## config.mk

```make
export PLATFORM = sky130hd
export DESIGN_NAME = ext_unit_pipe
export DESIGN_NICKNAME = d
export VERILOG_FILES = /design/src/rtl/ext_unit_pipe.sv
export SDC_FILE = /design/constraint.sdc
export NUM_CORES = 1
export LEC_CHECK = 0
export CAP_MARGIN = 20
export CORE_MARGIN = 5
export CORE_UTILIZATION = 54
export CTS_BUF_LIST = sky130_fd_sc_hd__clkbuf_8
export DETAILED_ROUTE_END_ITERATION = 7
export PLACE_DENSITY = 0.82
export SYNTH_ARGS = -nofsm -noshare
export SYNTH_HDL_FRONTEND = slang
export SYNTH_SLANG_ARGS = --single-unit
```

## constraint.sdc

```tcl
create_clock -name clk -period 2.9 [get_ports clk]
set_input_delay 0.29 -clock clk [delete_from_list [all_inputs] [get_ports clk]]
set_output_delay 0.29 -clock clk [all_outputs]
set_load 0.005 [all_outputs]
```

## src/rtl/ext_unit_pipe.sv

```systemverilog
// ext_unit_pipe: two-stage immediate-extension / target-generation unit.
// S1 captures the instruction fields, S2 holds the computed result. Both
// stages carry a valid bit and a plain valid/ready handshake, so up to two
// entries can be held under back-pressure. Flush drops everything in flight.
module ext_unit_pipe #(
   parameter int W      = 32,
   parameter int IMM_W  = 16,
   parameter int JMP_W  = 26,
   parameter int SA_LSB = 6,
   parameter int SA_W   = 5
) (
   input  logic             clk,
   input  logic             rst_n,
   input  logic             flush,
   input  logic             in_valid,
   output logic             in_ready,
   input  logic [2:0]       in_mode,
   input  logic [IMM_W-1:0] in_imm,
   input  logic [JMP_W-1:0] in_jidx,
   input  logic [W-1:0]     in_pc4,
   output logic             out_valid,
   input  logic             out_ready,
   output logic [W-1:0]     out_data,
   output logic             out_err
);

   typedef enum logic [2:0] {
      MODE_SIGN   = 3'd0,
      MODE_UNSI   = 3'd1,
      MODE_LUI    = 3'd2,
      MODE_SA     = 3'd3,
      MODE_JUMP   = 3'd4,
      MODE_BRANCH = 3'd5
   } mode_t;

   // Low bits of pc4 that the jump index replaces (index plus the two zero LSBs).
   localparam logic [W-1:0] JMP_MASK = (W'(1) << (JMP_W + 2)) - W'(1);

   logic             s1_valid;
   logic [2:0]       s1_mode;
   logic [IMM_W-1:0] s1_imm;
   logic [JMP_W-1:0] s1_jidx;
   logic [W-1:0]     s1_pc4;
   logic             s2_valid;
   logic             s2_adv;
   logic             accept;
   logic [W-1:0]     sext;
   logic [W-1:0]     result;
   logic             result_err;

   assign s2_adv    = !s2_valid || out_ready;
   // Gating with rst_n keeps the producer from handing over a request that
   // the reset edge would throw away anyway.
   assign in_ready  = (!s1_valid || s2_adv) && !flush && rst_n;
   assign accept    = in_valid && in_ready;
   assign out_valid = s2_valid;

   // Result selection from the S1 fields; reserved modes fall back to SIGN and flag an error.
   always_comb begin
      sext       = W'($signed(s1_imm));
      result     = sext;
      result_err = 1'b0;
      case (s1_mode)
         MODE_SIGN:   result = sext;
         MODE_UNSI:   result = W'(s1_imm);
         MODE_LUI:    result = W'(s1_imm) << (W - IMM_W);
         MODE_SA:     result = W'(s1_imm[SA_LSB+SA_W-1:SA_LSB]);
         MODE_JUMP:   result = (s1_pc4 & ~JMP_MASK) | (W'(s1_jidx) << 2);
         MODE_BRANCH: result = s1_pc4 + (sext << 2);
         default: begin
            result     = sext;
            result_err = 1'b1;
         end
      endcase
   end

   // Pipeline registers: reset clears everything, flush clears only the valid bits.
   always_ff @(posedge clk) begin
      if (!rst_n) begin
         s1_valid <= 1'b0;
         s1_mode  <= '0;
         s1_imm   <= '0;
         s1_jidx  <= '0;
         s1_pc4   <= '0;
         s2_valid <= 1'b0;
         out_data <= '0;
         out_err  <= 1'b0;
      end else if (flush) begin
         s1_valid <= 1'b0;
         s2_valid <= 1'b0;
      end else begin
         if (s2_adv) begin
            s2_valid <= s1_valid;
            if (s1_valid) begin
               out_data <= result;
               out_err  <= result_err;
            end
         end
         if (accept) begin
            s1_valid <= 1'b1;
            s1_mode  <= in_mode;
            s1_imm   <= in_imm;
            s1_jidx  <= in_jidx;
            s1_pc4   <= in_pc4;
         end else if (s2_adv) begin
            s1_valid <= 1'b0;
         end
      end
   end

endmodule

```

==> impl_metrics.yaml <==
outcome:
  status: "complete, no violations"
pwr:
  comb_power_share_pct: 13.8
  internal-power_mw: 2.24
  p_per_area_nw_per_um2: 392
  p_total_mw: 3.03
  switching_share_pct: 26.3
  p_leak_nw: 2.96
  clockPowerShare_pct: 32.4
  ir_drop_mv: 0.444
  p_sw_uw: 799
  seq_power_share_pct: 53.8
route:
  dr.pass1.iters: 5
  wire_per_inst_um: 19.1
  drtIter0Drc: 448
  drc: 0
  via_per_inst: 5.94
  wl_um: 19600
  vias: 6092
  ant_nets: 0
finish:
  final_cells: 1026
  layout-drive-gt1-share_pct: 7.13
  final_nets: 990
  layout_common_cells: "194 x nand2_1, 115 x clkdlybuf4s50_1, 111 x dfxtp_1"
  final_common_cell: "nand2_1"
  antennaDiodeCount: 0
  synthToLayoutAreaGrowth_pct: 25.0
  fillers: 952
synth:
  synth_top_family_by_area: "compound AO/OA/AOI/OAI gates"
  synth_async_sr_flop_share_pct: 0
  seq_area_frac_synth_pct: 36.2
  synth-compound-area-share_pct: 30.4
  yosys-top-cells-area: "dfxtp_1 36%, nand2_1 12%, a21boi_0 9.5%"
  synthSimpleGateAreaFrac_pct: 20.2
  synthMuxAreaShare_pct: 0.485
  yosysWarnings: 0
  yosysTopAreaCellShare_pct: 36.2
  syn-cell-area_um2: 6190
  synthAdderAreaFrac_pct: 6.19
  syn-instance-count: 779
  ys_types: 62
  ys_seq_elements: 112
  yosys.area.top_type: "dfxtp_1"
  synth_ff_type: "dfxtp_1"
  synthesis.nets: 891
  synth-xor-area-share_pct: 2.97
  syn_area_per_cell_um2: 7.94
  synth_edf_count: 0
global_routing:
  grt_overflow_total: 0
  grt_pass1_vias: 6088
  grt_pass1_wl_um: 31400
  grtUsageTotal_pct: 29.5
  grt_max_degree: 77
  antenna_found_initial: 0
cts:
  root_buffer: "clkbuf_8"
  clock_sinks: 112
  cts_tree: "yes"
  path_clk_slew_ps: 100
  clockBufferDepth: 2
  clk_latency_ps: 400
  cts_buffers: 9
  htreeDepth: 3
  post_cts_buffers: 0
sta:
  fin_crit_ps: 2820
  fin_ws_ps: 78.9
  period_share_pct: 97.3
  hold_viol: 0
  worst_pin_slew_ps: 1010
  fmax_mhz: 354
  hold_slack_ps: 210
  final.setup.tns_ps: 0
  setup_violations: 0
  finalClockSkew_ps: 11.4
  rsz0062_at_grt: "no"
  timing.slew.headroom_pct: 32.2
  final_max_slew_viol_count: 0
placement:
  dp_worst_setup_slack_ps: 146
  dpl.hpwl_um: 15200
  placed_cells: 1010
  port_buffers: 116
  gp_congestion: 0.929
worst_setup_path:
  cp_max_fo: 6
  r2r.worst_path.cells: 9
  r2r-end: "out_data[30]"
  max_stage_delay_ps: 500
  r2r_slack_ps: 80
  arrival_ps: 3150
  r2r-start: "s1_imm[7]"
  critPathLaunchType: "flip-flop"
  crit_slowest_cell: "dfxtp_1"
  crit_chain: "ha_1 > a41oi_1 > o21ai_1 > and2_4 > and4b_1 > or3_4 > a221oi_4 > o211ai_2 > a31oi_1"
  cp.required_ps: 3220
  crit_type: "flip-flop to flip-flop"
  endpoint_kind: "flip-flop"
floorplanning:
  num_rows: 39
  die_area_um2: 13700
  core-area_um2: 11300
  start_util_pct: 54.7
  die_h_um: 117
  ios: 117
  dieWidth_um: 117
min_path:
  worstHoldEndpoint: "s1_valid"
  min_path_cells: 3
  hold_class: "input pin to flip-flop"
  hp-start: "rst_n"
run:
  max_cap_viol_count: 0
==> stage by stage <==
step / utilization (%) / cell area, um2
4_1_cts: 68.2 / 7730
3_5_place_dp: 66.4 / 7520
2_1_floorplan: - / 6190
6_report: 68.3 / 7740
3_3_place_gp: 66.4 / 7520
5_1_grt: 68.3 / 7740
==> worst max path at each step <==
stage                    start           end  depth (start not counted)
finish               s1_imm[7]  out_data[30]                          9
global route         s1_imm[0]  out_data[30]                         11
CTS                  s1_imm[7]  out_data[30]                          9
detailed placement   s1_imm[0]  out_data[30]                         11
global placement     s1_imm[0]  out_data[30]                         11
floorplan           s1_imm[15]  out_data[29]                          9
==> power groups by stage <==
| stage | logic [mW] | registers (mW) | clock network, mW |
|---|---|---|---|
| after floorplan | 0.207 | 1.65 | 0 |
| after global placement | 0.406 | 1.66 | 0 |
| after detailed placement | 0.415 | 1.67 | 0 |
| after CTS | 0.417 | 1.63 | 1.00 |
| after global routing | 0.459 | 1.64 | 1.06 |
| final | 0.419 | 1.63 | 0.982 |
==> logic make-up after synthesis <==
group,Yosys count
AOI/OAI and AO/OA,272
xor gates and xnor gates,21
adders and majority gates,30
buffers and inverters,58
DFF,112
muxes,3
and+or+nand+nor,283
==> flip-flops by register name, summed over array words and instances (netlist names) <==
register   flops
out_data      32
s1_pc4        32
s1_jidx       26
s1_imm        16
s1_mode        3
out_err        1
out_valid      1
s1_valid       1
==> layer usage <==
layer	wire length (um)	part of all wire [%]	track usage, %
met5	0	0	0
met4	605	3.1	11.3
met3	1430	7.3	6.12
met2	9310	47	48.2
met1	8280	42	38.4
==> layout make-up <==
| class | instances | area, um2 | share of cell area [%] |
|---|---|---|---|
| Clock inverter | 6 | 67.6 | 0.873 |
| Sequential cell | 112 | 2240 | 29.0 |
| Clock buffer | 10 | 138 | 1.78 |
| Multi-Input combinational cell | 609 | 3750 | 48.5 |
| Tap cell | 143 | 179 | 2.31 |
| Inverter | 6 | 22.5 | 0.291 |
| Timing Repair Buffer | 140 | 1340 | 17.3 |
==> synthesized netlist by cell type (3+ instances only) <==
library cell / n
a221oi_1: 23
and3_1: 6
o21ai_0: 43
clkbuf_1: 48
ha_1: 29
o21ai_1: 3
xnor2_1: 11
or3_1: 6
nor2b_1: 15
dfxtp_1: 112
inv_1: 6
nand2b_1: 3
mux2i_1: 3
nor2_1: 22
a211oi_1: 5
xor2_1: 10
a221o_1: 4
nor3b_1: 4
nand2_1: 195
o211ai_1: 4
o21a_1: 5
a21boi_0: 78
a21oi_1: 56
nand4_1: 6
a21o_1: 13
nand3_1: 8
buf_1: 3
nor3_1: 4
a311oi_1: 7
a31oi_1: 6
==> worst max-delay path: cells and delay by family, from the launching register on <==
family	cells	cell delay, ps
compound gates	5	1110
fa+ha+maj	1	370
flops	1	500
simple gates	3	770
==> timing repair <==
action                     4_1_cts  5_1_grt
gates resized for setup          0        3
hold buffers                     0        0
setup endpoints to repair        0        4
Note: power is estimated with default switching activity, not from simulation.
